## src/rtl/ef_apb_initiator.sv

```systemverilog
// APB (v3) initiator: turns a valid/ready command/response handshake into
// APB SETUP/ACCESS transfers, one at a time, with a PREADY-stall watchdog.
module ef_apb_initiator #(
   parameter int AW      = 32,
   parameter int DW      = 32,
   parameter int TIMEOUT = 16
) (
   input  logic          PCLK,
   input  logic          PRESETn,
   input  logic          cmd_valid,
   output logic          cmd_ready,
   input  logic          cmd_write,
   input  logic [AW-1:0] cmd_addr,
   input  logic [DW-1:0] cmd_wdata,
   output logic          rsp_valid,
   input  logic          rsp_ready,
   output logic [DW-1:0] rsp_rdata,
   output logic          rsp_err,
   output logic          busy,
   output logic [AW-1:0] PADDR,
   output logic          PWRITE,
   output logic          PSEL,
   output logic          PENABLE,
   output logic [DW-1:0] PWDATA,
   input  logic [DW-1:0] PRDATA,
   input  logic          PREADY
);

   localparam int CW     = (TIMEOUT < 1) ? 1 : $clog2(TIMEOUT + 1);
   localparam int LAST_I = (TIMEOUT > 0) ? TIMEOUT - 1 : 0;
   localparam logic [CW-1:0] LAST = LAST_I[CW-1:0];

   typedef enum logic [1:0] {IDLE, SETUP, ACCESS, RESP} state_t;

   state_t        state, state_nxt;
   logic [CW-1:0] wait_cnt;
   logic          accept, complete, abort;

   // NOTE: reset is synchronous, so it lives inside the clocked branch; state
   // uses non-blocking assignments so every register samples pre-edge values.
   always_ff @(posedge PCLK) begin
      if (!PRESETn) state <= IDLE;
      else          state <= state_nxt;
   end

   // NOTE: every output of this block gets a default first, so no path can
   // leave a signal unassigned and infer a latch.
   always_comb begin
      state_nxt = state;
      cmd_ready = 1'b0;
      busy      = 1'b1;
      PSEL      = 1'b0;
      PENABLE   = 1'b0;
      rsp_valid = 1'b0;
      accept    = 1'b0;
      complete  = 1'b0;
      abort     = 1'b0;
      case (state)
         IDLE: begin
            cmd_ready = 1'b1;
            busy      = 1'b0;
            if (cmd_valid) begin
               accept    = 1'b1;
               state_nxt = SETUP;
            end
         end
         SETUP: begin
            PSEL      = 1'b1;
            state_nxt = ACCESS;
         end
         ACCESS: begin
            PSEL    = 1'b1;
            PENABLE = 1'b1;
            // A late PREADY on the last allowed cycle beats the abort.
            if (PREADY) begin
               complete  = 1'b1;
               state_nxt = RESP;
            end else if (TIMEOUT != 0 && wait_cnt == LAST) begin
               abort     = 1'b1;
               state_nxt = RESP;
            end
         end
         RESP: begin
            rsp_valid = 1'b1;
            if (rsp_ready) state_nxt = IDLE;
         end
         default: state_nxt = IDLE;
      endcase
   end

   always_ff @(posedge PCLK) begin
      if (!PRESETn) begin
         PWRITE    <= 1'b0;
         PADDR     <= '0;
         PWDATA    <= '0;
         wait_cnt  <= '0;
         rsp_rdata <= '0;
         rsp_err   <= 1'b0;
      end else begin
         if (accept) begin
            PWRITE <= cmd_write;
            PADDR  <= cmd_addr;
            PWDATA <= cmd_wdata;
         end
         if (state == SETUP)
            wait_cnt <= '0;
         else if (state == ACCESS && !PREADY && TIMEOUT != 0)
            wait_cnt <= wait_cnt + 1'b1;
         if (complete) begin
            rsp_rdata <= PWRITE ? '0 : PRDATA;
            rsp_err   <= 1'b0;
         end else if (abort) begin
            rsp_rdata <= '0;
            rsp_err   <= 1'b1;
         end
      end
   end

endmodule

```

## config.mk

```make
export PLATFORM = sky130hd
export DESIGN_NAME = ef_apb_initiator
export DESIGN_NICKNAME = d
export VERILOG_FILES = /design/src/rtl/ef_apb_initiator.sv
export SDC_FILE = /design/constraint.sdc
export NUM_CORES = 1
export LEC_CHECK = 0
export ABC_AREA = 1
export BUFFER_PORTS_ARGS = -buffer_cell sky130_fd_sc_hd__buf_2
export CAP_MARGIN = 20
export CORE_UTILIZATION = 48
export CTS_BUF_LIST = sky130_fd_sc_hd__clkbuf_16
export DETAILED_ROUTE_END_ITERATION = 7
export HOLD_SLACK_MARGIN = 0.12
export PLACE_DENSITY_LB_ADDON = 0.12
export SLEW_MARGIN = 0
export SYNTH_ARGS = -nofsm -noshare
export SYNTH_HDL_FRONTEND = slang
export SYNTH_SLANG_ARGS = --single-unit
```

## constraint.sdc

```tcl
create_clock -name PCLK -period 2.7 [get_ports PCLK]
set_input_delay 0.54 -clock PCLK [delete_from_list [all_inputs] [get_ports PCLK]]
set_output_delay 0.54 -clock PCLK [all_outputs]
set_load 0.01 [all_outputs]
```

# After elaboration in Yosys (flattened, before gate mapping)

Cells that the tools add are included.

Register bits: 105
Bits of input ports: 102
Logic and storage cells: 44

Add/subtract/negate cells: 1
Eq/ne operators: 7
Multiplexer cells: 20
Bitwise operators: 1
Reduce and logical (&&, ||, !) cells: 8

Operators by type and width:

| kind                                                                  | count |
|---|---|
| 32-bit 2-to-1 mux                                                     | 3 |
| 1-bit 2-to-1 mux                                                      | 12 |
| 2-bit 2-to-1 mux                                                      | 4 |
| 2-bit one-hot mux with 4 select lines                                 | 1 |
| 2-bit OR reduction                                                    | 3 |
| 5-bit by 1-bit adder with 5-bit output, second input constant         | 1 |
| 5-bit by 4-bit equality test with 1-bit output, second input constant | 1 |
| 2-bit equality test, second input constant                            | 2 |
| 2-bit != test, second input constant                                  | 2 |
| 3-bit != test, second input constant                                  | 1 |
| 3-bit AND reduction                                                   | 1 |
| 2-bit by 1-bit equality test with 1-bit output, second input constant | 1 |
| 2-bit logical NOT                                                     | 1 |
| 2-bit nonzero test                                                    | 1 |
| 1-bit logical AND                                                     | 1 |
| 1-bit logical NOT                                                     | 1 |
| 1-bit inverter                                                        | 1 |

# Longest topological paths before layout

Depth after elaboration: 6
Depth in mapped cells: 10

# Least setup slack after synthesis

OpenSTA, ideal clock, no wires.

Path kind: register to register
Start: register wait_cnt[0]
End: register rsp_rdata[0]
Library setup time: 0.070 ns
Arrival: 1.431 ns
Data required time: 2.630 ns
Setup slack: 1.199 ns
Cell stages (with the launch flop): 9
Path buffers: 1
Cell sequence: dfxtp_1 ha_1 inv_1 nor2_1 ha_1 o21ai_2 clkbuf_1 nand2_1 a21oi_1

Cells in the longest elaborated chain, start to end: 5

Ends and longest elaborated chain:

| what                                           | line | source |
|---|---|---|
| start, declared                                | 36   | `logic [CW-1:0] wait_cnt;` |
| start signal, assigned                         | 108  | `wait_cnt <= wait_cnt + 1'b1;` |
| 5-bit by 4-bit equality test with 1-bit output | 78   | `end else if (TIMEOUT != 0 && wait_cnt == LAST) begin` |
| 1-bit 2-to-1 mux                               | 78   |  |
| 1-bit 2-to-1 mux                               | 75   | `if (PREADY) begin` |
| 1-bit 2-to-1 mux                               | 58   | `case (state)` |
| 2-bit nonzero test (no line)                   | -    |  |
| end signal, assigned                           | 110  | `rsp_rdata <= PWRITE ? '0 : PRDATA;` |
| end, declared                                  | 17   | `output logic [DW-1:0] rsp_rdata,` |

Every way passes these cells.
A chain may end at the register's enable or synchronous reset.

# Final worst setup path

Start: register state[0]
End: output PSEL

Cells in the longest elaborated chain, start to end: 3
Elaborated cells on any way between the ends: 4
Those cells by class: eq/ne (2); mux (1); reduce/logical (1)

Ends and longest elaborated chain:

| what                                                                                  | line | source |
|---|---|---|
| start, declared                                                                       | 35   | `state_t state, state_nxt;` |
| start signal, assigned                                                                | 43   | `else state <= state_nxt;` |
| 2-bit by 1-bit equality test with 1-bit output or 2-bit equality test (tied branches) | 58   |  |
| 2-bit OR reduction (no line) *                                                        | -    |  |
| 1-bit 2-to-1 mux *                                                                    | 58   |  |
| end, declared                                                                         | 22   | `output logic PSEL,` |

Mark *: on every way between the ends. The rest lies on a longest branch, timed or not.

==> impl_metrics.ini <==
[logic_synthesis]
yosysTopAreaCell = dfxtp_1
synth.cell_area_um2 = 3810
synth_compound_area_frac = 0.140
synth_top_area_share = 0.552
synth_adder_area_share = 0.0230
synth_xor_area_frac = 0
synth_top_family_by_area = simple AND/OR/NAND/NOR gates
synth.area.top_cells = dfxtp_1 55%, nor2_1 14%, nand2_1 7.7%, o21ai_0 7.1%, a21oi_1 4.6%
syn_nets = 600
ys_warn_count = 0
yosys.area_share.simple = 0.230
avgSynthCellArea_um2 = 7.75
syn_inst = 491
ys_seq_elements = 105
synthMuxAreaShare = 0
netlist-cell-type-count = 19
yosysSeqAreaShare = 0.552

[routing]
wl_um = 9460
detail_route.wl_per_cell_um = 12.0
drc = 0
drt-pass1-iter-count = 4
vias_per_cell = 4.77
drt_iter0_drc = 145
vias = 3756
ant_nets = 0

[worst_setup_path]
path_max_fanout = 4
cp_slowest_stage_delay_ns = 0.40
cp_slowest_cell = dfxtp_1
cp.arrival_ns = 1.30
critPathLaunchType = register
crit_chain = inv_1, ha_1, buf_2
cp_top_family = flip-flops
worstPathRequired_ns = 2.16
cp-end-kind = primary output
critPathKind = reg2out
worst-path-buf-inv = 2

[floorplanning]
ioPinCount = 205
core_um2 = 7690
dieArea_um2 = 8290
initial_core_util = 0.495
die_w_um = 91.0
chipHeight_um = 91.0
rows = 32

[global_route]
grt_first_pass_wirelength_um = 15300
grt_max_degree = 69
track_usage = 0.228
grt_overflow = 0
antenna_found_initial = 0
grt_pass1_vias = 3372

[final_layout]
layout_common_cells = 204 x buf_2, 145 x nor2_1, 105 x dfxtp_1
antenna_cells = 0
syn2layout_area_growth_pct = 35.4
fillers = 717
layout-drive-gt1-share = 0.332
final_common_cell = buf_2
nets = 790
utilization = 0.670

[clock_network]
cts_setup_buffers = 0
insertion_delay_ns = 0.33
root_buffer = clkbuf_16
htreeDepth = 3
hold_buffers = 0
clockBufferDepth = 2
cts_num_sinks = 105
clk_pin_slew_worst_paths_ns = 0.07
cts_tree = yes
numCtsBuffers = 9
cts_resized = 0

[sta]
setup_violations = 0
slew_headroom = 0.543
hold_violations = 0
worst_slew_pin_slew_ns = 0.684
finalCritPeriodShare = 0.683
holdWs_ns = 0.435
skew_ns = 0.00720
tns_ns = 0
postLayoutSetupSlackWorst_ns = 0.856
rsz0062_at_grt = no
finalMaxSlewViolations = 0
min_period_ns = 1.84
fmax_ghz = 0.542

[status]
outcome = finished, final reports clean

[placement]
place_congestion = 0.792
dp_slack_ns = 0.883
io_buffers = 204
dp_hpwl_um = 6550

[power]
p_per_area_nw_per_um2 = 942
p_leak_nw = 2.52
vdd_ir_drop_max_mv = 0.469

[min_path]
hp-class = in2reg

[flow_run]
max_cap_violations = 0
synth_stat cells:
library cell,number
a21oi_1,35
buf_2,7
o21ai_1,14
o21ai_2,1
buf_4,2
nor2_1,145
buf_6,3
nand2_1,78
clkbuf_1,15
and3_1,1
nor2_4,1
ha_1,7
dfxtp_1,105
o21bai_1,1
o21ai_0,54
nand4_1,2
inv_1,15
nand3_1,2
buf_1,3
cell families after synthesis:
logic type | count (synthesis)
and+or+nand+nor | 229
AOI/OAI and AO/OA | 105
DFF | 105
buffers and inverters | 45
adders and majority gates | 7
final cells by class:
cell class / count / area (µm²) / area share
Inverter: 15 / 56.3 / 0.0109
Multi-Input combinational cell: 341 / 1500 / 0.291
Clock buffer: 9 / 225 / 0.0437
Sequential cell: 105 / 2100 / 0.408
Tap cell: 102 / 128 / 0.0248
Clock inverter: 7 / 71.3 / 0.0138
Timing Repair Buffer: 209 / 1070 / 0.208
sequential cells by signal, summed over array words and instances (netlist names):
name,count
PWRITE,1
wait_cnt,5
PADDR,32
PWDATA,32
state,2
rsp_rdata,32
rsp_err,1
routing by layer:
layer,GRT usage,share of wire,vias up
li1,-,-,1937
met1,0.262,0.42,1665
met2,0.387,0.48,138
met3,0.0653,0.084,16
met4,0.111,0.023,0
met5,0,0,-
path summary, 6_finish.rpt:
path	from	end	slack [ns]	depth (start not counted)
max reg2reg	state[0]$_SDFFE_PN0P_	rsp_rdata[27]$_SDFFE_PN0P_	0.86	6
min reg2reg	rsp_err$_SDFFE_PP0P_	rsp_err$_SDFFE_PP0P_	0.45	2
max	state[0]$_SDFFE_PN0P_	PSEL	0.86	3
min	cmd_addr[17]	PADDR[17]$_SDFFE_PN0P_	0.44	3
worst min-delay path, stage by stage:
cell     delay, ns
buf_2         0.07
o21ai_1       0.05
nor2_1        0.07
metrics by stage:
stage / instance area (µm²) / std cells / power, mW
2_1_floorplan: 3810 / 491 / 3.03
3_3_place_gp: 4860 / 772 / 3.57
3_5_place_dp: 4860 / 772 / 3.62
4_1_cts: 5150 / 788 / 4.90
5_1_grt: 5150 / 788 / 5.18
6_report: 5150 / 788 / 4.85
power breakdown:
part           internal, mW  total, mW  switching (mW)
sequential             1.90       2.07           0.170
clock                 0.717       1.28           0.559
combinational         0.589       1.50           0.916
total                  3.21       4.85            1.65
Power figures use the tool's default switching activity.
